### config.mk
export PLATFORM = sky130hd
export DESIGN_NAME = branch_predictor_bht
export DESIGN_NICKNAME = d
export VERILOG_FILES = /design/src/rtl/bp_pkg.sv /design/src/rtl/bp_sat_counter2.sv /design/src/rtl/branch_predictor_bht.sv
export SDC_FILE = /design/constraint.sdc
export NUM_CORES = 1
export LEC_CHECK = 0
export BUFFER_PORTS_ARGS = -buffer_cell sky130_fd_sc_hd__buf_2
export CAP_MARGIN = 40
export CORE_MARGIN = 2
export CORE_UTILIZATION = 51
export DETAILED_ROUTE_END_ITERATION = 7
export HOLD_SLACK_MARGIN = 0.06
export PLACE_DENSITY = 0.75
export SLEW_MARGIN = 30
export SYNTH_ARGS = -nofsm -noshare
export SYNTH_HDL_FRONTEND = slang
export SYNTH_HIERARCHICAL = 1
export SYNTH_SLANG_ARGS = --single-unit
export TNS_END_PERCENT = 30
### constraint.sdc
create_clock -name clk -period 2.1 [get_ports clk]
set_clock_uncertainty 0.1 [all_clocks]
set_input_delay 0.525 -clock clk [delete_from_list [all_inputs] [get_ports clk]]
set_output_delay 0.525 -clock clk [all_outputs]
set_load 0.05 [all_outputs]
### src/rtl/bp_pkg.sv
// Shared definitions for the branch history table: counter state encodings,
// reset state and the saturating two-bit step function.
// No logic of its own; imported by bp_sat_counter2 and branch_predictor_bht.
package bp_pkg;

    // Two-bit counter states. The MSB is the taken prediction.
    localparam logic [1:0] SNT = 2'b00;
    localparam logic [1:0] WNT = 2'b01;
    localparam logic [1:0] WT  = 2'b10;
    localparam logic [1:0] ST  = 2'b11;

    localparam logic [1:0] BP_CNT_RESET = WNT;

    // One saturating step: toward ST on taken, toward SNT on not-taken.
    function automatic logic [1:0] bp_next(input logic [1:0] cnt, input logic taken);
        if (taken) begin
            return (cnt == ST) ? ST : cnt + 2'd1;
        end else begin
            return (cnt == SNT) ? SNT : cnt - 2'd1;
        end
    endfunction

endpackage

### src/rtl/bp_sat_counter2.sv
// Purpose: one two-bit saturating counter entry of the branch history table.
// Latency: state updates on the clk edge where en is high; state is a flop output.
// Backpressure: none; every enabled edge applies. Ports: clk, rst (async, high),
//   en (apply step this edge), taken (step direction), state (current counter).
module bp_sat_counter2
    import bp_pkg::*;
(
    input  logic       clk,
    input  logic       rst,
    input  logic       en,
    input  logic       taken,
    output logic [1:0] state
);

    always_ff @(posedge clk or posedge rst) begin
        if (rst) begin
            state <= BP_CNT_RESET;
        end else if (en) begin
            state <= bp_next(state, taken);
        end
    end

endmodule

### src/rtl/branch_predictor_bht.sv
// Purpose: bimodal (optionally gshare, macro BP_GSHARE_EN) branch predictor with perf counters.
// Latency: lookup combinational; table/history update on the edge; mispredict registered (1 cycle).
// Backpressure: none; one update accepted every cycle, back-to-back same-index updates all apply.
// Ports: clk, rst (async, high) | if_pc -> pred_taken, pred_idx (fetch lookup)
//   upd_valid, upd_idx, upd_pred, upd_taken (resolved branch from EX)
//   mispredict, br_count, miss_count (status/performance outputs)
module branch_predictor_bht
    import bp_pkg::*;
#(
    parameter int PC_W       = 32,
    parameter int INDEX_BITS = 5,
    parameter int CNT_W      = 32
) (
    input  logic                  clk,
    input  logic                  rst,
    input  logic [PC_W-1:0]       if_pc,
    output logic                  pred_taken,
    output logic [INDEX_BITS-1:0] pred_idx,
    input  logic                  upd_valid,
    input  logic [INDEX_BITS-1:0] upd_idx,
    input  logic                  upd_pred,
    input  logic                  upd_taken,
    output logic                  mispredict,
    output logic [CNT_W-1:0]      br_count,
    output logic [CNT_W-1:0]      miss_count
);

    localparam int ENTRIES = 1 << INDEX_BITS;

    logic [INDEX_BITS-1:0] base_idx;
    logic [ENTRIES-1:0]    pred_bits;
    logic [ENTRIES-1:0]    state_lsbs;
    logic                  upd_miss;

    // Instructions are word aligned, so the two low PC bits carry no information.
    assign base_idx = if_pc[INDEX_BITS+1:2];
    assign upd_miss = upd_valid & (upd_taken ^ upd_pred);

    // Only the index bits of the PC and the counter MSBs feed the prediction.
    logic unused_bits;
    assign unused_bits = ^{if_pc[PC_W-1:INDEX_BITS+2], if_pc[1:0], state_lsbs};

`ifdef BP_GSHARE_EN
    // Global history is updated only from resolved outcomes, never speculatively.
    logic [INDEX_BITS-1:0] ghr;

    always_ff @(posedge clk or posedge rst) begin
        if (rst) begin
            ghr <= '0;
        end else if (upd_valid) begin
            ghr <= {ghr[INDEX_BITS-2:0], upd_taken};
        end
    end

    assign pred_idx = base_idx ^ ghr;
`else
    assign pred_idx = base_idx;
`endif

    for (genvar i = 0; i < ENTRIES; i++) begin : g_entry
        logic [1:0] state;

        bp_sat_counter2 u_cnt (
            .clk   (clk),
            .rst   (rst),
            .en    (upd_valid && (upd_idx == INDEX_BITS'(i))),
            .taken (upd_taken),
            .state (state)
        );

        assign pred_bits[i]  = state[1];
        assign state_lsbs[i] = state[0];
    end

    // Reads the flop outputs directly: a same-cycle update is seen only next cycle.
    assign pred_taken = pred_bits[pred_idx];

    always_ff @(posedge clk or posedge rst) begin
        if (rst) begin
            mispredict <= 1'b0;
            br_count   <= '0;
            miss_count <= '0;
        end else begin
            mispredict <= upd_miss;
            if (upd_valid) begin
                br_count <= br_count + CNT_W'(1);
            end
            if (upd_miss) begin
                miss_count <= miss_count + CNT_W'(1);
            end
        end
    end

endmodule

==> results.py, run 1 <==
metrics = {
    "run_status": {
        "status": "finished, violations left",
        "failed_checks": "setup timing",
    },
    "job": {
        "drv_cap": 0,
    },
    "finish": {
        "diodes": 0,
        "final_common_cell": "dfrtp_1",
        "mostFrequentLayoutCells": "dfrtp_1, buf_2, mux2i_1, xnor2_1, nand2b_1",
        "num-fill-cells": 1050,
        "layout-drive-gt1-share": 0.270,
        "areaGrowthSynthToFinish_pct": 22.1,
        "stdcell_count": 938,
        "nNetsFinal": 797,
        "postLayoutCoreUtil": 0.643,
    },
    "sta": {
        "worst_slack_ns": -0.317,
        "fin_crit_sh": 1.15,
        "setup_viol": 1,
        "holdWs_ns": 0.383,
        "layout_min_cycle_time_ns": 2.42,
        "finalMaxSlewViolations": 0,
        "hold_violations": 0,
        "worst_pin_slew_ns": 0.468,
        "slew_headroom": 0.688,
        "rsz0062_at_grt": "true",
        "timing.fmax_mhz": 414,
    },
    "synthesis": {
        "yosysUniqueCellTypes": 46,
        "ys_seq_elements": 129,
        "synth-edff-count": 0,
        "synth_fp_nets": 673,
        "ys.flop_type": "dfrtp_1",
        "ys_async_sr_fraction": 1.00,
        "syn_area_mm2": 0.00670,
        "ys_warn_count": 6,
        "syn_inst": 629,
        "syn_avg_cell_area_um2": 10.6,
        "seq_area_frac_synth": 0.488,
    },
    "critical_path": {
        "path_max_fanout": 16,
        "crit_path_end_kind": "output port",
        "cp-start-kind": "primary input",
        "critPathKind": "primary input to output port",
        "arrival_ns": 1.79,
        "reg2reg_slack_ns": 0.14,
        "crit_required_ns": 1.47,
    },
    "placement": {
        "place_congestion": 0.822,
        "dp_hpwl_um": 10900,
        "dp_cells": 898,
        "portBuffers": 85,
    },
    "power": {
        "p_total_mw": 8.59,
        "max-vdd-ir-drop_mv": 0.583,
        "power_density_mw_per_mm2": 1050,
        "p_leak_nw": 3.78,
    },
    "route": {
        "drt-initial-drc-count": 292,
        "drtPass1Iterations": 5,
        "ant_nets": 0,
        "drcViolationCount": 0,
        "vias": 5188,
        "wl_per_cell_um": 16.1,
        "vias_per_cell": 5.53,
        "wl_um": 15100,
    },
    "clocking": {
        "cts_tree": "built",
        "cts_buffers": 17,
        "path_clk_slew_ns": 0.06,
        "clock_path_buffers": 2,
        "numClockSinks": 129,
        "cts_max_level": 4,
        "ctsRootBufferMaster": "clkbuf_16",
        "clk_latency_ns": 0.43,
    },
    "die": {
        "die_y_um": 119,
        "die_w_um": 119,
        "start_util": 0.526,
        "row_count": 41,
        "die_area_mm2": 0.0141,
        "core_area_mm2": 0.0127,
        "pin_count": 113,
    },
    "global_routing": {
        "antenna_found_initial": 0,
        "use_met3": 0.0425,
        "gr-total-overflow": 0,
        "use_met1": 0.270,
        "track_usage": 0.225,
        "grt.busiest_layer": "met2",
        "grt_max_degree": 57,
        "grt_pass1_vias": 5304,
        "grt_pass1_wl_um": 25400,
        "met2_usage": 0.395,
    },
    "worst_hold_path": {
        "hp-class": "flop to flop",
    },
}
[metrics by stage]
step / cell area (um2) / setup TNS (ns) / worst slack, ns
floorplan: 6720 / -0.353 / -0.151
global placement: 7490 / -0.785 / -0.323
detailed placement: 7490 / -1.46 / -0.358
CTS: 8130 / -0.329 / -0.329
global route: 8180 / -0.402 / -0.402
finish: 8180 / -0.317 / -0.317
[area by class of cell]
| cell class | instances | area, um2 | share of cell area |
|---|---|---|---|
| Timing Repair Buffer | 119 | 731 | 0.0894 |
| Clock buffer | 17 | 425 | 0.0520 |
| Inverter | 36 | 139 | 0.0170 |
| Multi-Input combinational cell | 450 | 3210 | 0.393 |
| Clock inverter | 15 | 183 | 0.0223 |
| Tap cell | 172 | 215 | 0.0263 |
| Sequential cell | 129 | 3270 | 0.400 |
[timing repair]
action                                  4_1_cts  5_1_grt
buffers inserted                              2        5
resized for setup                             2        3
pin swaps                                     0        2
endpoints found under the setup margin        1        1
hold buffers                                  1        0
hold endpoints to repair                     11        0
[report_power, final]
group	internal, mW	leakage (nW)	switching, mW	total, mW
clock network	1.88	0.287	1.17	3.05
registers	3.11	1.51	0.606	3.72
logic	0.795	1.99	1.03	1.83
[logic make-up (layout without fill, tap and decap cells)]
group                      count (synthesis)  count (layout)  synth area share
DFF                                      129             129             0.488
xor gates and xnor gates                  64              64            0.0848
adders and majority gates                  2               2           0.00374
and+or+nand+nor                          197             197             0.169
muxes                                     50              50            0.0751
buffers and inverters                     50             187            0.0325
AOI/OAI and AO/OA                        137             137             0.147
[registers in the layout, summed over array words and instances, names as in the netlist]
signal	cells
mispredict	1
g_entry.u_cnt/state	64
br_count	32
miss_count	32
[metal layers]
| layer | routed length, um | vias to the layer above |
|---|---|---|
| li1 | - | 2459 |
| met1 | 6340 | 2594 |
| met2 | 8000 | 107 |
| met3 | 446 | 28 |
| met4 | 349 | 0 |
| met5 | 0 | - |
[worst paths after layout]
kind | end | startpoint | cells past startpoint
hold / removal | g_entry[4].u_cnt/state[0] | g_entry[4].u_cnt/state[0] | 1
setup reg to reg | miss_count[22] | miss_count[0] | 6
hold reg to reg | g_entry[4].u_cnt/state[0] | g_entry[4].u_cnt/state[0] | 1
max in group asynchronous | miss_count[25] | rst | 4
setup / recovery | pred_taken | if_pc[3] | 8
min in group asynchronous | br_count[8] | rst | 3
[critical path, cell delays in order]
cell      delay, ns
buf_2          0.10
buf_12         0.16
mux2i_1        0.25
a22oi_1        0.10
nand4b_1       0.11
a21oi_1        0.04
a311o_2        0.33
buf_8          0.15
[cell usage after synthesis, types with 7 or more instances]
cell type  instances  area [um2]
a21boi_0          32         240
a21o_1            32         240
a22o_1            32         280
and4_1             7        61.3
dfrtp_1           97        2430
dfstp_2           32         841
inv_1             36         135
mux2i_1           48         480
nand2_1           32         120
nand2b_1          38         238
nand3_1           19        95.1
nand4_1           19         119
nor2_1            36         135
nor3_1            10        50.1
o21ai_0           32         160
xnor2_1           47         412
xor2_1            16         140
(Power assumes the default switching activity.)
==> inputs of run 2 (changes only) <==
--- a/config.mk
+++ b/config.mk
@@ -12,5 +12,5 @@
 export DETAILED_ROUTE_END_ITERATION = 7
 export HOLD_SLACK_MARGIN = 0.06
-export PLACE_DENSITY = 0.75
+export PLACE_DENSITY = 0.84
 export SLEW_MARGIN = 30
 export SYNTH_ARGS = -nofsm -noshare
==> constraint.sdc (replaced) <==
create_clock -name clk -period 2.1 [get_ports clk]
set_clock_uncertainty 0.1 [all_clocks]
set_input_delay 0 -clock clk [delete_from_list [all_inputs] [get_ports clk]]
set_output_delay 0 -clock clk [all_outputs]
set_load 0.05 [all_outputs]
==> results.py, run 2 (same netlist as run 1, synthesis figures left out) <==
metrics = {
    "power": {
        "p_total_mw": 8.81,
        "seq_power_share": 0.420,
        "p_comb_frac": 0.201,
        "power_density_mw_per_mm2": 1080,
        "clkPwrFrac": 0.379,
        "sw_frac_of_total": 0.304,
        "p_int_mw": 6.13,
        "max-vdd-ir-drop_mv": 0.998,
        "p_leak_nw": 3.74,
        "p_sw_mw": 2.68,
    },
    "route": {
        "drtPass1Iterations": 5,
        "wl_um": 15100,
        "vias": 5199,
        "drt-initial-drc-count": 356,
        "vias_per_cell": 5.63,
        "drcViolationCount": 0,
        "ant_nets": 0,
        "wl_per_cell_um": 16.4,
    },
    "critical_path": {
        "cp-start-kind": "flop",
        "crit_required_ns": 2.00,
        "critPathKind": "flop to output port",
        "crit_path_end_kind": "output port",
        "path_max_fanout": 5,
        "arrival_ns": 1.88,
    },
    "clocking": {
        "clock_path_buffers": 2,
        "cts_buffers": 17,
        "numClockSinks": 129,
        "cts_tree": "built",
        "clk_latency_ns": 0.41,
        "cts_max_level": 4,
        "path_clk_slew_ns": 0.06,
        "ctsRootBufferMaster": "clkbuf_16",
        "postCtsSetupBuffers": 0,
    },
    "die": {
        "die_y_um": 119,
        "row_count": 41,
        "pin_count": 113,
        "die_area_mm2": 0.0141,
        "start_util": 0.526,
        "die_w_um": 119,
        "core_area_mm2": 0.0127,
    },
    "global_routing": {
        "grt_pass1_vias": 5273,
        "track_usage": 0.224,
        "grt_max_degree": 129,
        "antenna_found_initial": 0,
        "gr-total-overflow": 0,
        "grt_pass1_wl_um": 25400,
    },
    "finish": {
        "largest_reg_flops": 64,
        "layout-drive-gt1-share": 0.242,
        "final_common_cell": "dfrtp_1",
        "mostFrequentLayoutCells": "dfrtp_1, buf_2, xnor2_1, mux2i_1, nand2b_1",
        "areaGrowthSynthToFinish_pct": 21.7,
        "nNetsFinal": 783,
        "finish.instance_area_mm2": 0.00815,
        "top_register": "g_entry.u_cnt/state",
        "num-fill-cells": 1009,
        "diodes": 0,
        "postLayoutCoreUtil": 0.640,
        "reg_top3": "g_entry.u_cnt/state: 64 flops, br_count: 32 flops, miss_count: 32 flops",
    },
    "sta": {
        "timing.fmax_mhz": 506,
        "worst_slack_ns": 0.125,
        "hold_violations": 0,
        "layout_min_cycle_time_ns": 1.98,
        "finalMaxSlewViolations": 0,
        "fin_crit_sh": 0.941,
        "worst_pin_slew_ns": 0.708,
        "setup_viol": 0,
        "slew_headroom": 0.528,
        "rsz0062_at_grt": "true",
    },
    "placement": {
        "dp_hpwl_um": 10500,
        "portBuffers": 85,
        "place_area_mm2": 0.00735,
        "place_congestion": 0.829,
        "pre_cts_ws_ns": 0.166,
    },
    "worst_hold_path": {
        "hp-class": "primary input to asynchronous set/reset pin",
    },
    "run_status": {
        "status": "finished clean",
    },
    "job": {
        "drv_cap": 0,
    },
}
-- run 2: what timing repair did --
item,CTS,global route
endpoints found under the setup margin,0,4
hold buffers,11,0
gates resized for setup,0,3
endpoints found under the hold margin,163,0
-- run 2: cell type report --
class                           count  area [um2]  share of cell area
Sequential cell                   129        3270               0.401
Multi-Input combinational cell    450        3230               0.396
Tap cell                          172         215              0.0264
Inverter                           36         135              0.0166
Clock inverter                     10         205              0.0252
Clock buffer                       22         464              0.0570
Timing Repair Buffer              105         632              0.0775
-- run 2: worst paths after layout --
path	startpoint	to	slack [ns]	cells past startpoint
setup / recovery	g_entry[19].u_cnt/state[1]	pred_taken	0.12	6
hold / removal	rst	miss_count[16]	0.13	3
setup reg to reg	miss_count[0]	miss_count[22]	0.15	6
hold reg to reg	br_count[31]	br_count[31]	0.37	1
max in group asynchronous	rst	br_count[22]	1.26	4
min in group clk	if_pc[5]	pred_idx[3]	0.24	2
-- run 2: worst max-delay path, stage by stage, from the launching register on --
cell,delay [ns]
dfrtp_1,0.43
mux2i_2,0.21
a22oi_1,0.13
nand4b_1,0.12
a21oi_1,0.04
a311o_1,0.33
buf_2,0.21
-- run 2: layer usage --
layer	global-route usage	part of all wire	up-vias
li1	-	-	2444
met1	0.274	0.43	2608
met4	0.0878	0.019	0
met2	0.384	0.52	116
met3	0.0507	0.031	31
met5	0	0	-
-- run 2: through the flow --
step / instances / TNS [ns] / hold WS [ns]
3_5_place_dp: 881 / 0 / 0.0281
2_1_floorplan: 629 / -0.0276 / -0.360
4_1_cts: 924 / 0 / 0.129
3_3_place_gp: 881 / 0 / 0.0175
5_1_grt: 924 / -0.0238 / 0.166
6_report: 924 / 0 / 0.127
-- run 2: power groups by stage --
stage          sequential (mW)  clock [mW]  combinational (mW)
2_1_floorplan             4.01           0               0.902
3_3_place_gp              3.65           0                1.67
3_5_place_dp              3.72           0                1.74
4_1_cts                   3.69        3.38                1.77
5_1_grt                   3.79        3.52                1.90
6_report                  3.70        3.34                1.77
